$ cat src/rtl/seg7_scan_capture.sv
// Receive-side monitor for a multiplexed 8-digit 7-segment bus; rebuilds BCD frames.
// Optional macro SEG_BLANK_ZERO_EN: blank pattern 7'h00 decodes to 0 with no segment error.
module seg7_scan_capture #(
  parameter int unsigned STABLE_CYC = 2
) (
  input  logic        C,
  input  logic        R,
  input  logic [7:0]  SEG_COM,
  input  logic [6:0]  SEG7,
  input  logic        CLR,
  output logic [31:0] DIGITS,
  output logic        VALID,
  output logic        FRAME,
  output logic [2:0]  ERR
);

  typedef enum logic [0:0] {HUNT = 1'b0, COLLECT = 1'b1} state_e;

  localparam logic [3:0]  STAB_MAX   = 4'(STABLE_CYC);
  localparam logic [14:0] SAMPLE_RST = {8'hFF, 7'h00};

  logic [14:0] sync1_q, sync1_d, sync2_q, sync2_d, prev_q, prev_d;
  logic [3:0]  stab_cnt_q, stab_cnt_d;
  state_e      state_q, state_d;
  logic [2:0]  exp_q, exp_d;
  logic [31:0] work_q, work_d;
  logic [31:0] digits_q, digits_d;
  logic        valid_q, valid_d;
  logic        frame_q, frame_d;
  logic [2:0]  err_q, err_d;

  logic        accept;
  logic [7:0]  com_low;
  logic [2:0]  digit_idx;
  logic [4:0]  dec;
  logic        wr;
  logic [2:0]  err_set;

  // Returns {segment_error, nibble}; unknown patterns still yield a nibble to write.
  function automatic logic [4:0] seg_decode(input logic [6:0] seg);
    case (seg)
      7'h7E:   seg_decode = 5'b0_0000;
      7'h30:   seg_decode = 5'b0_0001;
      7'h6D:   seg_decode = 5'b0_0010;
      7'h79:   seg_decode = 5'b0_0011;
      7'h33:   seg_decode = 5'b0_0100;
      7'h5B:   seg_decode = 5'b0_0101;
      7'h5F:   seg_decode = 5'b0_0110;
      7'h70:   seg_decode = 5'b0_0111;
      7'h7F:   seg_decode = 5'b0_1000;
      7'h73:   seg_decode = 5'b0_1001;
`ifdef SEG_BLANK_ZERO_EN
      7'h00:   seg_decode = 5'b0_0000;
`else
      7'h00:   seg_decode = 5'b1_1111;
`endif
      default: seg_decode = 5'b1_1110;
    endcase
  endfunction

  // Two-stage synchroniser plus the previous-sample register.
  always_comb begin
    sync1_d = {SEG_COM, SEG7};
    sync2_d = sync1_q;
    prev_d  = sync2_q;
  end

  // Stability counter, accept detection, digit sequencing and error collection.
  always_comb begin
    stab_cnt_d = stab_cnt_q;
    state_d    = state_q;
    exp_d      = exp_q;
    work_d     = work_q;
    digits_d   = digits_q;
    valid_d    = valid_q;
    frame_d    = 1'b0;
    wr         = 1'b0;
    err_set    = 3'b000;
    digit_idx  = 3'd0;
    com_low    = ~sync2_q[14:7];
    dec        = seg_decode(sync2_q[6:0]);

    if (sync2_q != prev_q) begin
      stab_cnt_d = 4'd0;
    end else if (stab_cnt_q < STAB_MAX) begin
      stab_cnt_d = stab_cnt_q + 4'd1;
    end else begin
      stab_cnt_d = stab_cnt_q;
    end
    // Only the transition into saturation accepts, giving one accept per stable period.
    accept = (stab_cnt_d == STAB_MAX) && (stab_cnt_q != STAB_MAX);

    for (int i = 0; i < 8; i++) begin
      if (com_low[i]) digit_idx = 3'(i);
      else            digit_idx = digit_idx;
    end

    if (accept && (com_low != 8'h00)) begin
      if (!$onehot(com_low)) begin
        err_set[1] = 1'b1;
        state_d    = HUNT;
      end else begin
        case (state_q)
          HUNT: begin
            if (digit_idx == 3'd0) begin
              wr      = 1'b1;
              exp_d   = 3'd1;
              state_d = COLLECT;
            end else begin
              state_d = HUNT;
            end
          end
          COLLECT: begin
            if (digit_idx == exp_q) begin
              wr = 1'b1;
              if (digit_idx == 3'd7) begin
                digits_d = {dec[3:0], work_q[27:0]};
                frame_d  = 1'b1;
                valid_d  = 1'b1;
                exp_d    = 3'd0;
              end else begin
                exp_d = exp_q + 3'd1;
              end
            end else if (digit_idx == exp_q - 3'd1) begin
              exp_d = exp_q;
            end else if (digit_idx == 3'd0) begin
              wr         = 1'b1;
              exp_d      = 3'd1;
              err_set[2] = 1'b1;
            end else begin
              err_set[2] = 1'b1;
              state_d    = HUNT;
            end
          end
          default: state_d = HUNT;
        endcase
      end
    end else begin
      state_d = state_q;
    end

    if (wr) begin
      work_d[{digit_idx, 2'b00} +: 4] = dec[3:0];
      err_set[0]                      = dec[4];
    end else begin
      err_set[0] = 1'b0;
    end

    // A new error beats a simultaneous clear.
    err_d = (CLR ? 3'b000 : err_q) | err_set;
  end

  // State register with synchronous reset taking priority over everything else.
  always_ff @(posedge C) begin
    if (R) begin
      sync1_q    <= SAMPLE_RST;
      sync2_q    <= SAMPLE_RST;
      prev_q     <= SAMPLE_RST;
      stab_cnt_q <= 4'd0;
      state_q    <= HUNT;
      exp_q      <= 3'd0;
      work_q     <= 32'h0000_0000;
      digits_q   <= 32'h0000_0000;
      valid_q    <= 1'b0;
      frame_q    <= 1'b0;
      err_q      <= 3'b000;
    end else begin
      sync1_q    <= sync1_d;
      sync2_q    <= sync2_d;
      prev_q     <= prev_d;
      stab_cnt_q <= stab_cnt_d;
      state_q    <= state_d;
      exp_q      <= exp_d;
      work_q     <= work_d;
      digits_q   <= digits_d;
      valid_q    <= valid_d;
      frame_q    <= frame_d;
      err_q      <= err_d;
    end
  end

  assign DIGITS = digits_q;
  assign VALID  = valid_q;
  assign FRAME  = frame_q;
  assign ERR    = err_q;

endmodule

$ cat config.mk
export PLATFORM = sky130hd
export DESIGN_NAME = seg7_scan_capture
export DESIGN_NICKNAME = d
export VERILOG_FILES = /design/src/rtl/seg7_scan_capture.sv
export SDC_FILE = /design/constraint.sdc
export NUM_CORES = 1
export LEC_CHECK = 0
export CAP_MARGIN = 20
export CORE_MARGIN = 2
export CORE_UTILIZATION = 35
export DETAILED_ROUTE_END_ITERATION = 8
export PLACE_DENSITY = 0.63
export SLEW_MARGIN = 5
export SYNTH_ARGS = -nofsm -noshare
export SYNTH_HDL_FRONTEND = slang
export SYNTH_SLANG_ARGS = --single-unit
$ cat constraint.sdc
create_clock -name C -period 12.8 [get_ports C]
set_clock_uncertainty 0.2 [all_clocks]
set_input_delay 1.92 -clock C [delete_from_list [all_inputs] [get_ports C]]
set_output_delay 1.92 -clock C [all_outputs]
set_load 0.005 [all_outputs]
* Word-level counts from Yosys, hierarchy flattened
Index checks and enable logic that the tools add are counted.
** Storage, ports and cells
- Bits of input ports :: 18
- Output and inout bits :: 37
- Register bits :: 122
** Operators by class
- Muxes and demuxes :: 35
- Eq/ne operators :: 18
- $add $sub $neg :: 11
- Shift operators :: 2
- Bitwise logic cells :: 6
- Reduce and logical (&&, ||, !) cells :: 8
- $lt $le $gt $ge :: 1
** Operators with widths (number)
- 7-bit == test, second input constant :: 8
- 5-bit case mux with 11 select lines :: 1
- 3-bit 2-to-1 mux :: 11
- 32-bit bitwise mux :: 1
- 4-bit by 7-bit variable shift with 32-bit output, first input constant :: 1
- 4-bit by 7-bit variable part select with 32-bit output :: 1
- 1-bit 2-to-1 mux :: 16
- 15-bit inequality test :: 1
- 7-bit by 6-bit == test with 1-bit output, second input constant :: 2
- 1-bit by 1-bit adder with 2-bit output :: 4
- 4-bit 2-to-1 mux :: 2
- 8-bit inverter :: 1
- 8-bit nonzero test :: 1
- 7-bit zero test :: 1
- 5-bit negation with 7-bit output :: 1
- 2-bit by 2-bit adder with 3-bit output :: 2
- 3-bit == test :: 2
- 3-bit case mux with 2 select lines :: 1
- 5-bit AND reduction :: 1
- 5-bit OR reduction :: 1
- 3-bit by 3-bit adder with 4-bit output :: 1
- 4-bit by 1-bit adder with 4-bit output, second input constant :: 1
- 4-bit by 1-bit == test with 1-bit output, second input constant :: 1
- 4-bit by 2-bit == test with 1-bit output, second input constant :: 1
- other kinds (13) :: 18

* Depth between registers and ports, before layout
Gate-level depths: netlist (run 1).
- Depth in word-level cells :: 17
- Depth in mapped cells :: 14
- Depth with buffers taken out :: 13

* Worst setup path after synthesis (run 1)
OpenSTA, ideal clock, no wires.
- Kind :: reg2reg
- Start :: register sync2_q[7] (netlist: prev_d[7])
- End :: register work_q[12]
- Required time :: 12.528 ns
- Slack :: 8.648 ns
- Buffers on the path :: 0
- Arrival :: 3.880 ns
- Library setup time :: 0.072 ns
- Period minus slack after synthesis :: 4.152 ns
- Cell stages (with the launch flop) :: 14
- Path through :: dfxtp_1 > fa_1 > inv_1 > fa_1 > fa_1 > ha_1 > inv_1 > fa_1 > a211oi_1 > a21oi_1 > a21oi_1 > nand3_1 > nor4_2 > mux2i_1
** On the way
- Word-level cells in the longest chain between the ends :: 7
- Elaborated cells on any way between the ends :: 13
- Those cells by class :: 3 x add/sub; 3 x eq/ne; 3 x mux; 1 x bitwise; 3 x reduce/logical
** Ends and longest elaborated chain
- start: declaration :: RTL line 22 : logic [14:0] sync1_q, sync1_d, sync2_q, sync2_d, prev_q, prev_d;
- start signal: assignment :: RTL line 169 : sync2_q <= sync2_d;
- 8-bit inverter :: RTL line 80 : com_low = ~sync2_q[14:7];
- 1-bit by 1-bit adder with 2-bit output (implied by the code) :: RTL line 99 : if (!$onehot(com_low)) begin
- 2-bit by 2-bit adder with 3-bit output (implied by the code) :: RTL line 99
- 3-bit by 3-bit adder with 4-bit output (implied by the code) :: RTL line 99
- 4-bit by 1-bit == test with 1-bit output :: RTL line 99
- 1-bit 2-to-1 mux :: RTL line 99
- 1-bit 2-to-1 mux (*) :: RTL line 98 : if (accept && (com_low != 8'h00)) begin
- end signal: assignment :: RTL line 174 : work_q <= work_d;
- end: declaration :: RTL line 26 : logic [31:0] work_q, work_d;
Every way passes the cells marked *; elsewhere a longest branch is shown, timed or not.
A chain may end at the register's enable or synchronous reset.

* Worst setup path after layout (run 1)
- Start :: register sync2_q[10] (netlist: prev_d[10])
- End :: register digits_q[21] (netlist: DIGITS[21])
** On the way
- Word-level cells in the longest chain between the ends :: 8
- Elaborated cells on any way between the ends :: 19
- Those cells by class :: 3 x add/sub; 5 x eq/ne; 6 x mux; 1 x bitwise; 4 x reduce/logical
** Ends and longest elaborated chain
- parallel branches: the longest is 7 deep, another holds 3-bit by 3-bit adder with 4-bit output
- 5-bit AND reduction (no line) (*)
- end signal: assignment :: RTL line 175 : digits_q <= digits_d;
- end: declaration :: RTL line 27 : logic [31:0] digits_q, digits_d;
Every way passes the cells marked *.

==> results.md, run 1 <==
* Status: completed
* Largest cells by area after synthesis: dfxtp_1, mux2i_1, nand2b_1, xor2_1, nor2b_1
* CTS Buf Count at 17
* Synth unique cells at 60
* # H-tree levels at 4
* Worst VDD drop at 0.0000904 V
* Cell area after synthesis at 0.00534 mm2
* Die X at 128 um
* Core area at 0.0150 mm2
* Vias per cell at 4.94
* Setup TNS at 0 ps
* Layout area overhead at 23.6%
* Clock Path Buffers at 2
* GRT Residual Overflow at 0
* Vias in the first global route at 3860
* Final Hold Vio Count at 0
* Routed WL at 11.2 mm
* RSZ-0062 raised after global routing: no
* Flops & latches, synth at 118
* Post-synthesis sequential area ratio at 0.442
* Placer congestion estimate at 0.884
* Multiplexer share of the synthesized area at 0.112
* Clk_lat worst skew at 430 ps
* CTS Hold Bufs at 0
* Final Net Count at 616
* Number of diodes at 0
* Largest family of logic cells by synthesized area: simple AND/OR/NAND/NOR gates
* Mapped Cells at 537
* Synth warn at 0
* Initial antenna violation count at 0
* HP Class: flop to flop
* Setup Buffers After CTS at 0
* Register area at 0.00236 mm2
* Avg Inst Size Synth at 9.94 um2
* Slew Viols, Final at 0
* DR pass1 iterations at 4
* First-pass GRT wire length at 18.8 mm
* Largest area contributor in the netlist: dfxtp_1
* Final worst-path cycle share at 0.389
* Fin crit period at 4980 ps
* DR vias at 3868
* Leak at 0.00277 uW
* Synth top area share at 0.442
* Main synth FF type: dfxtp_1
* Worst Path Max Fanout at 28
* Placed wire-length estimate at 7.79 mm
* GRT Resource Usage Total at 0.147
* DRC viols at 0
* Peak Freq at 0.201 GHz
* Die area at 0.0163 mm2
* Endpoints failing setup at 0
* CP Capture Type: flop
* Post-Synth Adder-Cell Area at 0.0408
* Syn_nets at 570
* Clk root buf: clkbuf_16
* Remaining antenna violation count at 0
* Xor and xnor area share after synthesis at 0.0410
* Worst Path Class, Setup: flop to flop
* Clk sinks at 118
* Die height at 128 um
* Layout cell share with drive strength beyond 1 at 0.118
* CTS clk-pin slew, worst paths at 50 ps
* Simple-gate share of the synthesized area at 0.263
* Compound-Gate Fraction of Synth Area at 0.0595
* Pin count of the biggest net entering global routing at 124
* CP arrival at 5100 ps
* TritonCTS clock tree: built
* Placed inst area at 0.00598 mm2
* Worst slew pin tran at 995 ps
* Synth async-reset ratio at 0
* Rows at 45
* Area of the multi-input gates at 0.00276 mm2
* EDFF count, synth at 0
* Worst EP required at 12920 ps
* Pwr Density at 141 mW/mm2
* I/O Pins at 55
* Slew headroom at 0.337
* Initial Utilization at 0.355
* Final Cell Area at 0.00660 mm2
* Routed WL per cell at 14.3 um
* Initial drt markers at 214
* Startpoint type of the worst setup path: flop
* Post_cts resized at 0
* Max Cap Viol at 0
* IO buf count at 54
* Fillers at 1416
[final timing paths]
check | cells after the start | end | start | slack, ps
worst min-delay path | 1 | prev_d[14] | sync1_q[14] | 200
worst max-delay path | 12 | DIGITS[21] | prev_d[10] | 7820
worst min register to register | 1 | prev_d[14] | sync1_q[14] | 200
worst max register to register | 12 | DIGITS[21] | prev_d[10] | 7820
[cell usage after synthesis (2+ instances only)]
| library cell | n |
|---|---|
| buf_4 | 3 |
| nor2_1 | 14 |
| xnor2_1 | 7 |
| or2_2 | 25 |
| and3_1 | 7 |
| nand4_1 | 14 |
| o21ai_0 | 2 |
| fa_1 | 4 |
| nand3_1 | 7 |
| nor3_1 | 15 |
| buf_2 | 3 |
| and4b_1 | 3 |
| or3_1 | 3 |
| nand3b_1 | 2 |
| xor2_1 | 18 |
| nand2b_1 | 68 |
| o31ai_1 | 3 |
| nor4_2 | 2 |
| ha_1 | 11 |
| mux2i_1 | 60 |
| a21oi_1 | 9 |
| clkbuf_1 | 21 |
| and4_1 | 2 |
| buf_6 | 2 |
| dfxtp_1 | 118 |
| nor4_1 | 4 |
| a21o_1 | 3 |
| nand2_1 | 22 |
| nor2b_1 | 25 |
| inv_1 | 21 |
| nor4b_1 | 3 |
| and2_1 | 4 |
| a31oi_1 | 3 |
| a211oi_1 | 3 |
[critical path, stage by stage, from the launching register on]
cell and delay, ps:
dfxtp_1 480, fa_1 470, inv_1 80, fa_1 430, fa_1 510, ha_1 170, inv_1 50, fa_1 380
a211oi_1 310, a21oi_1 200, nor3_1 380, nand3_2 790, mux2i_1 420
[flip-flops by register name, summed over array words and instances, names as in the netlist]
| register | count |
|---|---|
| prev_d | 15 |
| VALID | 1 |
| DIGITS | 32 |
| ERR | 3 |
| sync1_q | 15 |
| exp_q | 3 |
| FRAME | 1 |
| state_q | 1 |
| prev_q | 15 |
| work_q | 28 |
| stab_cnt_q | 4 |
[where the power goes]
group | total, uW | switching, uW | internal, uW
registers | 379 | 5.76 | 374
logic | 64.9 | 36.8 | 28.2
clock network | 485 | 160 | 324
total | 929 | 203 | 726
[cell type report]
cell class / count / share of cell area
multi-input cells: 369 / 0.419
flip-flops and latches: 118 / 0.358
repair buffers: 56 / 0.0834
clock buffers: 23 / 0.0739
well taps: 188 / 0.0356
clock inverters: 8 / 0.0184
inverters: 21 / 0.0119
[metal layers]
metal | wire (um) | up-vias | global-route usage | part of all wire
met1 | 5010 | 1839 | 0.177 | 0.45
li1 | - | 1936 | - | -
met4 | 145 | 0 | 0.0582 | 0.013
met2 | 5580 | 81 | 0.249 | 0.50
met5 | 0 | - | 0 | 0
met3 | 459 | 12 | 0.0402 | 0.041
[per-stage QoR]
stage	util	instances	setup WS (ps)	hold slack, ps	power (uW)
after global routing	0.439	783	7440	227	964
after floorplan	-	537	8650	189	434
after global placement	0.398	751	8040	194	450
final	0.439	783	7820	205	929
after detailed placement	0.398	751	7750	194	452
after CTS	0.439	782	7750	206	942
[cells in the final DEF, fill, tap and decap left out, types with 3 or more instances in the layout]
master	count
or2_2	25
clkinv_2	3
ha_1	11
fa_1	4
and3_1	7
a21o_1	3
a31oi_1	3
a21oi_1	9
nor4_1	4
mux2i_1	60
nor2b_1	25
nand4_1	14
clkdlybuf4s50_1	53
a211oi_1	3
dfxtp_1	118
xor2_1	18
nand3_1	6
nor2_1	14
clkbuf_16	17
inv_1	21
nand2b_1	68
nor3_1	15
and2_1	4
bufinv_16	3
clkbuf_8	4
nand2_1	22
xnor2_1	7
o31ai_1	3
and4b_1	3
nor4b_1	3
or3_1	3
[cell families (layout without fill, tap and decap cells)]
kind of cell | after synthesis | in the layout
adder cells (fa/ha/maj) | 15 | 15
multiplexers | 60 | 60
flip-flops | 118 | 118
AO/OA/AOI/OAI | 40 | 40
XOR/XNOR | 25 | 25
buffers and inverters | 50 | 108
AND/OR/NAND/NOR | 229 | 229
No activity file was read; power rests on OpenSTA's default activity.
==> run 2: changes to the inputs <==
--- a/config.mk
+++ b/config.mk
@@ -9,7 +9,7 @@
 export CORE_MARGIN = 2
 export CORE_UTILIZATION = 35
 export DETAILED_ROUTE_END_ITERATION = 8
-export PLACE_DENSITY = 0.63
+export PLACE_DENSITY = 0.65
 export SLEW_MARGIN = 5
 export SYNTH_ARGS = -nofsm -noshare
 export SYNTH_HDL_FRONTEND = slang
==> constraint.sdc (replaced) <==
create_clock -name C -period 4.5 [get_ports C]
set_clock_uncertainty 0.2 [all_clocks]
set_input_delay 0.675 -clock C [delete_from_list [all_inputs] [get_ports C]]
set_output_delay 0.675 -clock C [all_outputs]
set_load 0.005 [all_outputs]
==> run 2 against run 1 <==
  * Global-route usage increased by 0.27 points
  * Sequential power increased to 2.8 times the previous value
  * Via count rose by 0.62%
  * Largest cell class unchanged
  * Largest power group unchanged
==> results.md, run 2 (same netlist as run 1, synthesis figures left out) <==
* Worst Path Max Fanout at 5 (-82%)
* DRC viols at 0 (unchanged)
* Pwr Density at 392 mW/mm2 (+180%)
* Cells after DPL at 758 (+0.93%)
* Setup TNS at 0 ps (unchanged)
* Critical path's largest stage delay at 540 ps (-250 ps)
* Die height at 128 um (unchanged)
* Slew Viols, Final at 0 (unchanged)
* Layout cell share with drive strength beyond 1 at 0.140 (+0.0219)
* Routed WL per cell at 14.2 um (-0.45%)
* Clk sinks at 118 (unchanged)
* Fin crit period at 4310 ps (-669 ps)
* Clock Path Buffers at 2 (unchanged)
* Startpoint type of the worst setup path: flop
* Leading cell type in the layout, fill and taps excluded: dfxtp_1
* CP Capture Type: flop
* RSZ-0062 raised after global routing: no
* Clk root buf: clkbuf_16
* Initial drt markers at 190 (-11%)
* Peak Freq at 0.232 GHz (+16%)
* CP arrival at 4410 ps (-690 ps)
* Max Cap Viol at 0 (unchanged)
* Clk_lat worst skew at 410 ps (-20 ps)
* Crit path top cell by count: fa_1
* Max reg flops at 32 (unchanged)
* Final worst-path cycle share at 0.958 (+0.569)
* CTS Buf Count at 17 (unchanged)
* DR pass1 iterations at 4 (unchanged)
* Die X at 128 um (unchanged)
* Layout area overhead at 25.6%
* First-pass GRT wire length at 19.2 mm (+2.2%)
* Status: completed
* DR vias at 3892 (+0.62%)
* Layout Cells excl Fill at 790 (+0.89%)
* HP Class: flop to flop
* Vias in the first global route at 3930 (+1.8%)
* Worst Path Class, Setup: flop to flop
* TritonCTS clock tree: built
* Rows at 45 (unchanged)
* GRT Residual Overflow at 0 (unchanged)
* Number of diodes at 0 (unchanged)
* Worst slew pin tran at 969 ps (-25.4 ps)
* Crit path cell chain: fa_1 -> inv_1 -> fa_1 -> fa_1 -> ha_1 -> inv_1 -> fa_1 -> and4b_1 -> a21o_1 -> nand4_1 -> a311oi_4 -> a21oi_1 -> a211o_1
* Fillers at 1395 (-1.5%)
* Placer congestion estimate at 0.841 (-4.9%)
* GRT Resource Usage Total at 0.150 (+0.00270)
* Highest-count cells in the layout ignoring fill and taps: dfxtp_1, nand2b_1, mux2i_1, clkdlybuf4s50_1
* CTS Hold Bufs at 0 (unchanged)
* IO buf count at 54 (unchanged)
* Initial antenna violation count at 0 (unchanged)
* Final Net Count at 624 (+1.3%)
* Placed wire-length estimate at 7.94 mm (+1.9%)
* Leak at 0.00282 uW (+1.7%)
* # H-tree levels at 4 (unchanged)
* Die area at 0.0163 mm2 (unchanged)
* Slowest library cell on the worst path: fa_1
* Final Hold Vio Count at 0 (unchanged)
* Core area at 0.0150 mm2 (unchanged)
* Routed WL at 11.2 mm (+0.44%)
* Worst EP required at 4600 ps (-8320 ps)
* CTS clk-pin slew, worst paths at 50 ps (about the same)
* Initial Utilization at 0.355 (unchanged)
* Vias per cell at 4.93 (-0.27%)
* I/O Pins at 55 (unchanged)
* Slew headroom at 0.354 (+0.0169)
* Endpoints failing setup at 0 (unchanged)
* Worst VDD drop at 0.000248 V (+170%)
* Remaining antenna violation count at 0 (unchanged)
* Pin count of the biggest net entering global routing at 68 (-45%)
run 2: per-stage QoR:
stage	total power, uW	utilization	hold WS [ps]	worst slack [ps]	cell area, um2
floorplan	1230	-	189	348	5340
global placement	1290	0.403	195	222	6060
detailed placement	1290	0.403	193	69.4	6060
CTS	2660	0.443	205	62.9	6660
global route	2740	0.446	217	15.6	6710
finish	2630	0.446	204	188	6710
run 2: path summary, 6_finish.rpt:
kind / end / depth (start not counted) / slack (ps) / from
setup / recovery: exp_q[2] / 13 / 190 / prev_d[7]
hold / removal: prev_d[8] / 1 / 200 / sync1_q[8]
setup reg to reg: exp_q[2] / 13 / 190 / prev_d[7]
hold reg to reg: prev_d[8] / 1 / 200 / sync1_q[8]
run 2: cell type report:
cell class	instances	area, um2	share of cell area
Clock buffer	21	470	0.0701
Sequential cell	118	2360	0.353
Tap cell	188	235	0.0351
Multi-Input combinational cell	369	2800	0.417
Inverter	21	78.8	0.0118
Clock inverter	9	126	0.0188
Timing Repair Buffer	64	636	0.0948
run 2: worst max-delay path, delay by kind of cell, from the launching register on:
family / cells / cell delay [ps]
buffers and inverters: 2 / 110
flip-flops: 1 / 350
adder cells (fa/ha/maj): 5 / 2160
AO/OA/AOI/OAI: 4 / 960
AND/OR/NAND/NOR: 2 / 410
run 2: repair_timing:
| action | 4_1_cts | 5_1_grt |
|---|---|---|
| setup endpoints to repair | 0 | 31 |
| gates resized for setup | 0 | 7 |
| buffers inserted | 0 | 2 |
run 2: per-layer routing:
metal,share of wire,wire length (um),global-route usage
met1,0.47,5260,0.188
met2,0.47,5310,0.237
met3,0.036,404,0.0381
met4,0.024,267,0.0782
met5,0,0,0
run 2: where the power goes:
group,total (uW),leakage (uW),internal [uW],switching (uW)
Clock,1350,0.000295,903,452
Combinational,195,0.00157,85.5,110
Sequential,1080,0.000958,1060,15.6
==> run 3: changes to the inputs <==
--- a/config.mk
+++ b/config.mk
@@ -9,7 +9,7 @@
 export CORE_MARGIN = 2
 export CORE_UTILIZATION = 35
 export DETAILED_ROUTE_END_ITERATION = 8
-export PLACE_DENSITY = 0.65
+export PLACE_DENSITY_LB_ADDON = 0.15
 export SLEW_MARGIN = 5
 export SYNTH_ARGS = -nofsm -noshare
 export SYNTH_HDL_FRONTEND = slang
==> run 3 against run 2 <==
  * Final area decreased by 0.88%
  * Global-route usage increased by 0.30 points
  * Utilization decreased by 0.39 points
  * Critical endpoint unchanged
  * Highest routed layer unchanged
==> results.md, run 3 (same netlist as run 1, synthesis figures left out) <==
* Crit path top cell by count: fa_1
* Critical path's largest stage delay at 550 ps (about the same)
* Clock power frac at 0.501 (-0.014)
* HP Class: flop to flop
* Peak Freq at 0.231 GHz (-0.56%)
* Worst VDD drop at 0.000230 V (-7.4%)
* Vias in the first global route at 3766 (-4.2%)
* Pin count of the biggest net entering global routing at 52 (-24%)
* CTS Buf Count at 17 (unchanged)
* Placer congestion estimate at 0.873 (+3.8%)
* Routed WL at 11.5 mm (+2.6%)
* Highest-count cells in the layout ignoring fill and taps: dfxtp_1, nand2b_1, mux2i_1, clkdlybuf4s50_1
* Pwr Density at 383 mW/mm2 (-2.2%)
* I/O Pins at 55 (unchanged)
* CP Capture Type: flop
* Endpoints failing setup at 0 (unchanged)
* Vias per cell at 4.87 (-1.1%)
* P_int at 1930 uW (-5.9%)
* RSZ-0062 raised after global routing: no
* CP arrival at 4430 ps (+20 ps)
* Final Hold Vio Count at 0 (unchanged)
* Slew headroom at 0.304 (-0.0498)
* Status: completed
* Worst slew pin tran at 1040 ps (+66.8 ps)
* Final worst-path cycle share at 0.964 (+0.00538)
* Crit path cell chain: fa_1 -> inv_1 -> fa_1 -> fa_1 -> ha_1 -> inv_1 -> fa_1 -> and4b_1 -> a21o_1 -> nand4_1 -> a311oi_4 -> a21oi_1 -> a211o_1
* Initial Utilization at 0.355 (unchanged)
* Max Cap Viol at 0 (unchanged)
* Layout cell share with drive strength beyond 1 at 0.138 (-0.00166)
* CTS clk-pin slew, worst paths at 50 ps (about the same)
* Worst EP required at 4600 ps (about the same)
* Startpoint type of the worst setup path: flop
* Rows at 45 (unchanged)
* Psw at 618 uW (+7.1%)
* GRT Residual Overflow at 0 (unchanged)
* Setup TNS at 0 ps (unchanged)
* Routed WL per cell at 14.6 um (+2.6%)
* Die area at 0.0163 mm2 (unchanged)
* Die X at 128 um (unchanged)
* Worst Path Max Fanout at 5 (unchanged)
* First-pass GRT wire length at 19.2 mm (+0.32%)
* Worst Path Class, Setup: flop to flop
* Max reg flops at 32 (unchanged)
* Leak at 0.00278 uW (-1.5%)
* Fin crit period at 4340 ps (+24.2 ps)
* GRT Resource Usage Total at 0.153 (+0.00303)
* Clock Path Buffers at 2 (unchanged)
* Switching Fraction at 0.242 (+0.0229)
* Clk root buf: clkbuf_16
* WP buf/inv at 2 (unchanged)
* Initial antenna violation count at 0 (unchanged)
* Initial drt markers at 170 (-11%)
* Clk sinks at 118 (unchanged)
* Post-Place Worst Slack at 43.8 ps (-25.5 ps)
* Leading cell type in the layout, fill and taps excluded: dfxtp_1
* Number of diodes at 0 (unchanged)
* Worst setup margin at 163 ps (-24.2 ps)
* Final Net Count at 622 (-0.32%)
* CTS Hold Bufs at 0 (unchanged)
* TritonCTS clock tree: built
* WHS at 207 ps (+3.52 ps)
* Delay-heaviest family, CP: adder cells
* Slowest library cell on the worst path: fa_1
* R2R setup slack at 160 ps (-20 ps)
* Die height at 128 um (unchanged)
* # H-tree levels at 4 (unchanged)
* IO buf count at 54 (unchanged)
* DR pass1 iterations at 6 (+2)
* Layout area overhead at 24.5%
* Logic pwr share at 0.076 (+0.002)
* Placed wire-length estimate at 8.24 mm (+3.8%)
* Remaining antenna violation count at 0 (unchanged)
* Clk_lat worst skew at 410 ps (about the same)
* Core area at 0.0150 mm2 (unchanged)
* Slew Viols, Final at 0 (unchanged)
* DRC viols at 0 (unchanged)
* Core Util, Final at 0.442 (-0.00391)
* DR vias at 3850 (-1.1%)
* Power share of the sequential group at 0.423 (+0.013)
run 3: changes by cell type in the layout (fill, tap and decap cells not counted), moves of 2 or more:
cell / previous run / this run
dfxtp_1: 116 / 118
inv_6: 0 / 2
a21oi_1: 9 / 7
clkinvlp_4: 1 / 5
a21oi_2: 0 / 2
dfxtp_2: 2 / 0
bufinv_16: 3 / 1
run 3: power groups by stage:
stage	clock [uW]	combinational, uW	sequential (uW)
finish	1280	194	1080
global route	1360	215	1080
CTS	1310	190	1080
detailed placement	0	188	1100
global placement	0	187	1100
floorplan	0	143	1090
run 3: worst paths after layout:
path / startpoint / end / cells after the start
worst max register to register: prev_d[7] / exp_q[2] / 13
worst min register to register: sync1_q[7] / prev_d[7] / 1
worst max-delay path: prev_d[7] / exp_q[2] / 13
worst min-delay path: sync1_q[7] / prev_d[7] / 1
run 3: cell type report:
class | count | area [um2]
Timing Repair Buffer | 62 | 608
Inverter | 21 | 78.8
Fill cell | 1428 | 8390
Clock inverter | 11 | 100
Sequential cell | 118 | 2360
Tap cell | 188 | 235
Clock buffer | 21 | 460
Multi-Input combinational cell | 369 | 2800
run 3: repair_timing:
action | CTS | global route
endpoints found under the setup margin | 0 | 21
buffers inserted | 0 | 1
resized for setup | 0 | 7
run 3: layer usage:
metal  vias up  share of wire  track usage
met4         0         0.0094       0.0582
met5         -              0            0
met1      1825           0.47        0.193
met2        76           0.48        0.246
met3         8          0.038       0.0452
li1       1941              -            -
run 3: per-stage QoR:
stage / total power, uW / area, um2 / std cells
floorplan: 1230 / 5340 / 537
global placement: 1290 / 6040 / 757
detailed placement: 1290 / 6040 / 757
CTS: 2580 / 6600 / 789
global route: 2650 / 6650 / 790
finish: 2550 / 6650 / 790
